**config.mk**
```make
export PLATFORM = sky130hd
export DESIGN_NAME = arcade_input_map
export DESIGN_NICKNAME = d
export VERILOG_FILES = /design/src/rtl/arcade_input_map.sv
export SDC_FILE = /design/constraint.sdc
export NUM_CORES = 1
export LEC_CHECK = 0
export CAP_MARGIN = 25
export CORE_MARGIN = 10
export CORE_UTILIZATION = 55
export CTS_BUF_LIST = sky130_fd_sc_hd__clkbuf_2
export DETAILED_ROUTE_END_ITERATION = 10
export DONT_BUFFER_PORTS = 1
export PLACE_DENSITY = 0.7
export SLEW_MARGIN = 20
export SYNTH_ARGS = -nofsm -noshare
export SYNTH_HDL_FRONTEND = slang
export SYNTH_SLANG_ARGS = --single-unit
```
**constraint.sdc**
```tcl
create_clock -name clk_sys -period 3.2 [get_ports clk_sys]
set_input_delay 0.96 -clock clk_sys [delete_from_list [all_inputs] [get_ports clk_sys]]
set_output_delay 0.96 -clock clk_sys [all_outputs]
set_load 0.05 [all_outputs]
```
**src/rtl/arcade_input_map.sv**
```systemverilog
// Player-input front end: merges PS/2 keys with MiSTer joystick words, then applies
// rotation, opposing-direction cleaning, per-button autofire and stretched coin pulses.
module arcade_input_map #(
    parameter int PLAYERS    = 2,
    parameter int BUTTONS    = 4,
    parameter int COIN_TICKS = 3,
    parameter int AF_DIV     = 2,
    parameter int SOCD       = 1
) (
    input  logic                       clk_sys,
    input  logic                       RESET,
    input  logic                       tick,
    input  logic [10:0]                ps2_key,
    input  logic [16*PLAYERS-1:0]      joystick,
    input  logic [1:0]                 rotate,
    input  logic [PLAYERS*BUTTONS-1:0] autofire_en,
    output logic [4*PLAYERS-1:0]       out_dir,
    output logic [BUTTONS*PLAYERS-1:0] out_btn,
    output logic [PLAYERS-1:0]         out_start,
    output logic [PLAYERS-1:0]         out_coin
);

    localparam int KP = (PLAYERS < 2) ? PLAYERS : 2;
    localparam int KB = (BUTTONS < 4) ? BUTTONS : 4;

    // Keyboard map indexed [player][bit]; direction bit order is R, L, D, U.
    localparam logic [7:0] DIR_KEY [2][4] = '{'{8'h74, 8'h6B, 8'h72, 8'h75},
                                             '{8'h34, 8'h23, 8'h2B, 8'h2D}};
    localparam logic [7:0] BTN_KEY [2][4] = '{'{8'h14, 8'h11, 8'h29, 8'h12},
                                             '{8'h1C, 8'h1B, 8'h15, 8'h1D}};
    localparam logic [7:0] START_KEY [4]  = '{8'h16, 8'h1E, 8'h26, 8'h25};
    localparam logic [7:0] COIN_KEY [4]   = '{8'h2E, 8'h36, 8'h3D, 8'h3E};

    typedef enum logic [1:0] {C_IDLE, C_PULSE, C_WAIT} coin_state_t;

    logic                            old_tog;
    logic                            key_event;
    logic [7:0]                      code;
    logic [PLAYERS-1:0][3:0]         kdir;
    logic [PLAYERS-1:0][BUTTONS-1:0] kbtn;
    logic [PLAYERS-1:0]              kstart;
    logic [PLAYERS-1:0]              kcoin;
    logic [3:0]                      af_div;
    logic                            af_phase;
    logic [3:0]                      rdir;
    logic [BUTTONS-1:0]              rbtn;
    logic [4*PLAYERS-1:0]            dir_nxt;
    logic [BUTTONS*PLAYERS-1:0]      btn_nxt;
    logic [PLAYERS-1:0]              start_nxt;
    logic [PLAYERS-1:0]              raw_coin;
    logic [PLAYERS-1:0]              coin_d;
    logic [PLAYERS-1:0]              coin_rise;
    coin_state_t                     cst     [PLAYERS];
    coin_state_t                     cst_nxt [PLAYERS];
    logic [3:0]                      ccnt     [PLAYERS];
    logic [3:0]                      ccnt_nxt [PLAYERS];
    logic                            unused_in;

    assign key_event = (ps2_key[10] != old_tog);
    assign code      = ps2_key[7:0];
    // Reserved joystick bits and the E0 flag carry no function here.
    assign unused_in = ^{joystick, ps2_key[8]};

    function automatic logic [3:0] rotate_dir(input logic [3:0] d, input logic [1:0] r);
        case (r)
            2'd1:    return {d[1], d[0], d[2], d[3]};
            2'd2:    return {d[2], d[3], d[0], d[1]};
            2'd3:    return {d[0], d[1], d[3], d[2]};
            default: return d;
        endcase
    endfunction

    always_ff @(posedge clk_sys) begin
        old_tog <= ps2_key[10];
        if (RESET) begin
            kdir   <= '0;
            kbtn   <= '0;
            kstart <= '0;
            kcoin  <= '0;
        end else if (key_event) begin
            for (int unsigned p = 0; p < KP; p++) begin
                for (int unsigned d = 0; d < 4; d++)
                    if (code == DIR_KEY[p][d]) kdir[p][d] <= ps2_key[9];
                for (int unsigned b = 0; b < KB; b++)
                    if (code == BTN_KEY[p][b]) kbtn[p][b] <= ps2_key[9];
            end
            for (int unsigned p = 0; p < PLAYERS; p++) begin
                if (code == START_KEY[p] || (p == 0 && code == 8'h05) || (p == 1 && code == 8'h06))
                    kstart[p] <= ps2_key[9];
                if (code == COIN_KEY[p]) kcoin[p] <= ps2_key[9];
            end
        end
    end

    always_ff @(posedge clk_sys) begin
        if (RESET) begin
            af_div   <= '0;
            af_phase <= 1'b1;
        end else if (tick) begin
            if (af_div == 4'(AF_DIV - 1)) begin
                af_div   <= '0;
                af_phase <= ~af_phase;
            end else begin
                af_div <= af_div + 4'd1;
            end
        end
    end

    always_comb begin
        dir_nxt   = '0;
        btn_nxt   = '0;
        start_nxt = '0;
        raw_coin  = '0;
        rdir      = '0;
        rbtn      = '0;
        for (int unsigned p = 0; p < PLAYERS; p++) begin
            rdir = rotate_dir(joystick[16*p +: 4] | kdir[p], rotate);
            if (SOCD != 0) begin
                if (rdir[3] && rdir[2]) rdir[3:2] = '0;
                if (rdir[1] && rdir[0]) rdir[1:0] = '0;
            end
            dir_nxt[4*p +: 4] = rdir;
            rbtn = joystick[16*p+4 +: BUTTONS] | kbtn[p];
            for (int unsigned b = 0; b < BUTTONS; b++)
                btn_nxt[p*BUTTONS+b] = autofire_en[p*BUTTONS+b] ? (rbtn[b] & af_phase) : rbtn[b];
            start_nxt[p] = joystick[16*p+12] | kstart[p];
            raw_coin[p]  = joystick[16*p+13] | kcoin[p];
        end
    end

    always_ff @(posedge clk_sys) begin
        if (RESET) begin
            out_dir   <= '0;
            out_btn   <= '0;
            out_start <= '0;
            out_coin  <= '0;
            coin_d    <= '0;
            coin_rise <= '0;
        end else begin
            out_dir   <= dir_nxt;
            out_btn   <= btn_nxt;
            out_start <= start_nxt;
            coin_d    <= raw_coin;
            coin_rise <= raw_coin & ~coin_d;
            // Registered from the next state so out_coin tracks PULSE with no extra delay.
            for (int unsigned p = 0; p < PLAYERS; p++)
                out_coin[p] <= (cst_nxt[p] == C_PULSE);
        end
    end

    always_ff @(posedge clk_sys) begin
        for (int unsigned p = 0; p < PLAYERS; p++) begin
            if (RESET) begin
                cst[p]  <= C_IDLE;
                ccnt[p] <= '0;
            end else begin
                cst[p]  <= cst_nxt[p];
                ccnt[p] <= ccnt_nxt[p];
            end
        end
    end

    always_comb begin
        for (int unsigned p = 0; p < PLAYERS; p++) begin
            cst_nxt[p]  = cst[p];
            ccnt_nxt[p] = ccnt[p];
            case (cst[p])
                C_IDLE: begin
                    if (coin_rise[p]) begin
                        cst_nxt[p]  = C_PULSE;
                        ccnt_nxt[p] = 4'(COIN_TICKS);
                    end
                end
                C_PULSE: begin
                    if (tick) begin
                        if (ccnt[p] <= 4'd1) begin
                            ccnt_nxt[p] = '0;
                            cst_nxt[p]  = raw_coin[p] ? C_WAIT : C_IDLE;
                        end else begin
                            ccnt_nxt[p] = ccnt[p] - 4'd1;
                        end
                    end
                end
                C_WAIT: begin
                    if (!raw_coin[p]) cst_nxt[p] = C_IDLE;
                end
                default: cst_nxt[p] = C_IDLE;
            endcase
        end
    end

endmodule

```
==> results.tsv, run 1 <==
stage	metric	value	unit
outcome	outcome	finished clean	
layout	drive_above_1_share	8.07	%
setup_path	r2r-end	ccnt[0][3]	
setup_path	reg2reg_slack	1.61	ns
sta	finClkSkew	0.0149	ns
place	hpwlAfterDp	4320	um
sta	drv_slew	0	
power_and_ir_drop	seq_power_share	60.2	%
synthesis	synth-edff-count	0	
detailed_routing	drt_iter0_drc	84	
job	cap_viol_max_count	0	
clock_tree	clock_latency	0.47	ns
synthesis	yosys_warnings	0	
floorplan	num_rows	26	
place	place_ws	1.07	ns
clock_tree	cts_repair_resize_count	0	
worst_hold_path	holdPathStages	1	
sta	rsz0062_at_grt	no	
detailed_routing	antenna_left	0	
setup_path	r2r-start	ccnt[0][0]	
setup_path	r2r_cells	5	
sta	fin_setup_tns	0	ns
clock_tree	cts-buffers-inserted	9	
synthesis	synth-simple-area-share	26.8	%
worst_hold_path	hold_start	coin_d[1]	
clock_tree	htree_num_levels	3	
layout	diodes	0	
clock_tree	post_cts.repair.setup_buffers	0	
synthesis	syn_inst	324	
sta	setup_viol	0	
detailed_routing	drc	0	
clock_tree	cts_tree	built	
synthesis	netlist_area	2850	um^2
power_and_ir_drop	p_comb_share	8.8	%
synthesis	seq_area_frac_synth	43.5	%
sta	tightest_slew	0.535	ns
global_route	grt_use_total	14.4	%
sta	fin_crit	2.11	ns
synthesis	synthArstFlopShare	0	%
synthesis	synth_compound_area_share	13.1	%
sta	finalHoldViolCount	0	
detailed_routing	via_per_inst	5.75	
synthesis	synth.distinct_cells	40	
power_and_ir_drop	pwr-share-clk	30.9	%
floorplan	start_util	56.2	%
setup_path	crit_type	flop to output port	
place	gp_congestion	0.802	
detailed_routing	vias	2255	
synthesis	synthAdderAreaFrac	1.75	%
setup_path	cp-start-kind	flop	
detailed_routing	avgRoutedWirePerCell	15.1	um
layout	area_growth	4.47	%
synthesis	synth_top_family_by_area	simple AND/OR/NAND/NOR gates	
sta	maxSlewHeadroom	64.3	%
sta	max_freq	0.475	GHz
global_route	grt_first_pass_wirelength	9980	um
floorplan	chipHeight	92.0	um
sta	finalCritPeriodShare	65.8	%
floorplan	core_area	5070	um^2
floorplan	die_w	92.0	um
worst_hold_path	worstHoldPathType	flop to flop	
global_route	overflow	0	
global_route	grt_antenna_before_repair	0	
synthesis	syn_area_per_cell	8.81	um^2
detailed_routing	first_pass_iters	4	
clock_tree	clk_pin_slew	0.18	ns
synthesis	yosys_register_bits	62	
place	numPortBuffers	0	
floorplan	dieArea	8470	um^2
clock_tree	hold_buffers	0	
power_and_ir_drop	ir_drop	0.227	mV
setup_path	required	2.24	ns
clock_tree	clock-sinks	62	
power_and_ir_drop	swShare	29.0	%
synthesis	synthMuxAreaShare	8.11	%
setup_path	cp_data_arrival_time	1.15	ns
global_route	grt_pass1_vias	2167	
floorplan	io_pins	76	
clock_tree	max-clock-path-buffers	2	
clock_tree	root_buffer	clkbuf_2	
place	place_area	2870	um^2
worst_hold_path	hold_end	coin_rise[1]	
power_and_ir_drop	p_sw	425	uW
layout	final_cell_area	2980	um^2
synthesis	synth_xor_area_share	1.84	%
setup_path	crit_fanout	1	
power_and_ir_drop	p_leak	0.00125	uW
layout	nets	377	
power_and_ir_drop	p_int	1040	uW
power_and_ir_drop	power_density	491	nW/um^2
synthesis	syn_nets	384	
setup_path	cp-end-kind	output port	
synthesis	synth-main-ff-cell	dfxtp_1	
detailed_routing	routed_wl	5920	um
global_route	grt_max_degree	56	
sta	finalWorstSetupSlack	1.09	ns
worst reg2reg max path, delay by kind of cell (launching register included):
kind / cells / cell delay [ns]
buf+inv: 1 / 0.08
flops: 1 / 0.42
compound gates: 3 / 0.77
fa+ha+maj: 1 / 0.25
state kept, by name, summed over array words and instances (netlist names):
register   flops
ccnt           8
kbtn           8
kdir           8
out_btn        8
out_dir        8
af_div         4
cst            4
coin_d         2
coin_rise      2
kcoin          2
kstart         2
out_coin       2
out_start      2
af_phase       1
old_tog        1
final cells by class:
cell class | instances | area (um^2)
repair buffers | 1 | 7.51
flip-flops and latches | 62 | 1240
clock inverters | 7 | 65.1
fillers | 478 | 2090
multi-input cells | 226 | 1470
inverters | 17 | 63.8
well taps | 70 | 87.6
clock buffers | 9 | 45.0
layer usage:
metal	wire length (um)	global-route usage, %	vias to the layer above	part of all wire, %
li1	-	-	1155	-
met2	2550	20.2	74	43
met3	647	7.99	11	11
met1	2600	17.4	1015	44
met5	0	0	-	0
met4	127	7.07	0	2.1
power groups by stage:
stage | registers (uW) | logic, uW | clock network, uW
after floorplan | 890 | 136 | 0
after global placement | 899 | 125 | 0
after detailed placement | 900 | 129 | 0
after CTS | 883 | 129 | 472
after global routing | 889 | 147 | 515
final | 882 | 130 | 453
stage by stage:
| stage | instances | util (%) | power [uW] | hold slack [ns] |
|---|---|---|---|---|
| floorplan | 324 | - | 1030 | 0.368 |
| global placement | 376 | 56.6 | 1020 | 0.372 |
| detailed placement | 376 | 56.6 | 1030 | 0.376 |
| CTS | 392 | 58.8 | 1490 | 0.398 |
| global route | 392 | 58.8 | 1550 | 0.403 |
| finish | 392 | 58.8 | 1460 | 0.394 |
cells in the final DEF (no fill, tap or decap), types with 4 or more instances in the layout:
| cell | Yosys | layout |
|---|---|---|
| nor2_1 | 63 | 63 |
| dfxtp_1 | 62 | 62 |
| mux2i_1 | 22 | 22 |
| nor3_1 | 19 | 19 |
| nand4_1 | 18 | 18 |
| inv_1 | 17 | 17 |
| a211oi_1 | 10 | 10 |
| clkbuf_2 | 0 | 9 |
| a21oi_1 | 8 | 8 |
| o22ai_1 | 8 | 8 |
| a221oi_1 | 7 | 7 |
| nor2b_1 | 7 | 7 |
| nand2b_1 | 5 | 5 |
| o21a_1 | 5 | 5 |
| and3b_1 | 4 | 4 |
| o221a_2 | 4 | 4 |
| nand3_1 | 4 | 4 |
| nor4bb_1 | 4 | 4 |
| ha_1 | 4 | 4 |
synth_stat cells (5+ instances only):
cell type | instances | area share, %
clkbuf_1 | 12 | 1.6
a21oi_1 | 8 | 1.4
nor3_1 | 19 | 3.3
dfxtp_1 | 62 | 43
nand2b_1 | 5 | 1.1
nand4_1 | 18 | 3.9
buf_2 | 5 | 0.88
a211oi_1 | 10 | 2.6
nor2b_1 | 7 | 1.5
mux2i_1 | 22 | 7.7
o22ai_1 | 8 | 1.8
inv_1 | 17 | 2.2
nor2_1 | 63 | 8.3
a221oi_1 | 7 | 2.1
o21a_1 | 5 | 1.3
kinds of logic (layout without fill, tap and decap cells):
family,count (synthesis),count (layout)
AND/OR/NAND/NOR,142,142
flip-flops,62,62
AO/OA/AOI/OAI,51,51
buffers and inverters,36,34
multiplexers,23,23
XOR/XNOR,6,6
adder cells (fa/ha/maj),4,4
worst max-delay path by stage:
stage                     from          to  cells past startpoint
global route        out_btn[1]  out_btn[1]                      0
global placement    ps2_key[5]     kbtn[7]                      4
floorplan           ps2_key[3]     kbtn[7]                      5
finish              out_btn[7]  out_btn[7]                      0
CTS                 out_btn[7]  out_btn[7]                      0
detailed placement  ps2_key[5]     kbtn[7]                      4
(Power assumes the default switching activity.)
==> run 2, diff against run 1 <==
PLACE_DENSITY = 0.73   (was 0.7)
clock period = 1.7 ns   (was 3.2 ns; I/O delays follow)
==> run 2 against run 1 <==
Compared with the run above:
- clock skew is 0.0036 ns higher
- highest routed layer unchanged
- critical endpoint is now out_start[1]
- sequential power increased by 89%
- design area is 1.9% higher
- core utilization rose by 1.1 points
- critical path depth unchanged
==> results.tsv, run 2 (synthesis gave the netlist of run 1 again) <==
stage	metric	value	unit	change
floorplan	num_rows	26		unchanged
setup_path	crit_type	flop to output port		unchanged
layout	area_growth	6.44	%	was 4.47%
detailed_routing	avgRoutedWirePerCell	15.9	um	was 15.1 um
floorplan	start_util	56.2	%	unchanged
worst_hold_path	worstHoldPathType	input pin to flop		was flop to flop
setup_path	cp-start-kind	flop		unchanged
power_and_ir_drop	seq_power_share	62.9	%	was 60.2%
detailed_routing	drc	0		unchanged
clock_tree	clk_pin_slew	0.17	ns	was 0.18 ns
floorplan	io_pins	76		unchanged
sta	setup_viol	0		unchanged
floorplan	dieArea	8470	um^2	unchanged
power_and_ir_drop	finalPower	2650	uW	was 1460 uW
floorplan	die_w	92.0	um	unchanged
clock_tree	clock-sinks	62		unchanged
outcome	outcome	finished clean		unchanged
detailed_routing	vias	2323		was 2,255
clock_tree	cts_tree	built		unchanged
power_and_ir_drop	pwr-share-clk	26.7	%	was 30.9%
clock_tree	clock_latency	0.48	ns	was 0.47 ns
clock_tree	htree_num_levels	3		unchanged
detailed_routing	via_per_inst	5.82		was 5.75
job	cap_viol_max_count	0		unchanged
power_and_ir_drop	p_comb_share	10.3	%	was 8.8%
floorplan	chipHeight	92.0	um	unchanged
sta	finalHoldViolCount	0		unchanged
clock_tree	post_cts.repair.setup_buffers	0		unchanged
power_and_ir_drop	power_density	872	nW/um^2	was 491 nW/um^2
floorplan	core_area	5070	um^2	unchanged
clock_tree	max-clock-path-buffers	2		unchanged
global_route	grt_pass1_vias	2132		was 2,167
clock_tree	cts-buffers-inserted	9		unchanged
global_route	overflow	0		unchanged
power_and_ir_drop	p_leak	0.00128	uW	was 0.00125 uW
layout	nFillCells	471		was 478
detailed_routing	antenna_left	0		unchanged
sta	drv_slew	0		unchanged
sta	max_freq	0.661	GHz	
detailed_routing	drt_iter0_drc	139		was 84
sta	fin_crit	1.51	ns	
power_and_ir_drop	ir_drop	0.476	mV	was 0.227 mV
place	numPortBuffers	0		unchanged
sta	fin_setup_tns	0	ns	unchanged
sta	rsz0062_at_grt	no		unchanged
power_and_ir_drop	p_sw	812	uW	was 425 uW
detailed_routing	routed_wl	6340	um	was 5920 um
setup_path	cp-end-kind	output port		unchanged
global_route	grt_use_total	14.7	%	was 14.4%
setup_path	crit_fanout	1		unchanged
layout	diodes	0		unchanged
place	gp_congestion	0.822		was 0.802
setup_path	cp_data_arrival_time	1.00	ns	was 1.15 ns
global_route	grt_max_degree	56		unchanged
layout	fin_cells	399		was 392
clock_tree	root_buffer	clkbuf_2		unchanged
layout	layout_common_cells	63 x nor2_1, 42 x dfxtp_1, 22 x mux2i_1		was 63 x nor2_1, 62 x dfxtp_1, 22 x mux2i_1
setup_path	required	1.19	ns	was 2.24 ns
sta	finClkSkew	0.0185	ns	was 0.0149 ns
sta	tightest_slew	1.01	ns	was 0.535 ns
layout	drive_above_1_share	15.2	%	was 8.07%
sta	finalCritPeriodShare	89.0	%	
layout	nets	384		was 377
sta	maxSlewHeadroom	32.7	%	was 64.3%
global_route	grt_antenna_before_repair	0		unchanged
power_and_ir_drop	swShare	30.6	%	was 29.0%
layout	mostFrequentLayoutCell	nor2_1		unchanged
power_and_ir_drop	p_int	1840	uW	was 1040 uW
detailed_routing	first_pass_iters	4		unchanged
place	placed_cells	380		was 376
global_route	grt_first_pass_wirelength	10200	um	was 9980 um
place	hpwlAfterDp	4470	um	was 4320 um
run 2: changes by cell type in the layout (fill, tap and decap cells not counted), sizes merged:
cell         delta
bufinv          -1
clkbuf          +2
dlygate4sd3     +3
clkinv          -1
buf             +4
run 2: final timing paths:
check	from	to	slack (ns)	depth (start not counted)
setup reg to reg	ccnt[0][0]	ccnt[0][3]	0.24	5
hold reg to reg	coin_d[1]	coin_rise[1]	0.39	1
hold / removal	RESET	kdir[4]	0.08	1
setup / recovery	out_start[1]	out_start[1]	0.19	0
run 2: timing repair:
item,CTS,global route
endpoints found under the setup margin,0,22
hold endpoints to repair,0,27
hold buffers,0,3
gates resized for setup,0,22
run 2: power by group through the flow:
| stage | Sequential, uW | Combinational, uW | Clock [uW] |
|---|---|---|---|
| finish | 1670 | 274 | 709 |
| global route | 1680 | 307 | 820 |
| CTS | 1660 | 254 | 731 |
| detailed placement | 1690 | 252 | 0 |
| global placement | 1690 | 242 | 0 |
| floorplan | 1680 | 257 | 0 |
run 2: cell type report:
type	count	area, um^2	area share [%]
clock buffers	11	55.1	1.81
clock inverters	5	26.3	0.865
inverters	17	63.8	2.10
multi-input cells	226	1470	48.4
flip-flops and latches	62	1270	41.7
well taps	70	87.6	2.88
repair buffers	8	67.6	2.22
run 2: stage by stage:
| step | worst slack (ns) | util (%) | hold slack (ns) | instance area [um^2] |
|---|---|---|---|---|
| final | 0.186 | 59.9 | 0.0791 | 3040 |
| after global routing | 0.0799 | 59.9 | 0.00248 | 3040 |
| after floorplan | 0.0688 | - | 0.368 | 2850 |
| after detailed placement | 0.162 | 57.2 | 0.376 | 2900 |
| after CTS | 0.00598 | 58.8 | 0.0111 | 2980 |
| after global placement | 0.194 | 57.2 | 0.371 | 2900 |
run 2: routing by layer:
metal | track usage [%] | part of all wire [%] | vias to the layer above
met5 | 0 | 0 | -
met4 | 4.37 | 0.99 | 0
met3 | 9.78 | 11 | 7
met2 | 21.9 | 44 | 63
met1 | 16.9 | 44 | 1086
li1 | - | - | 1167
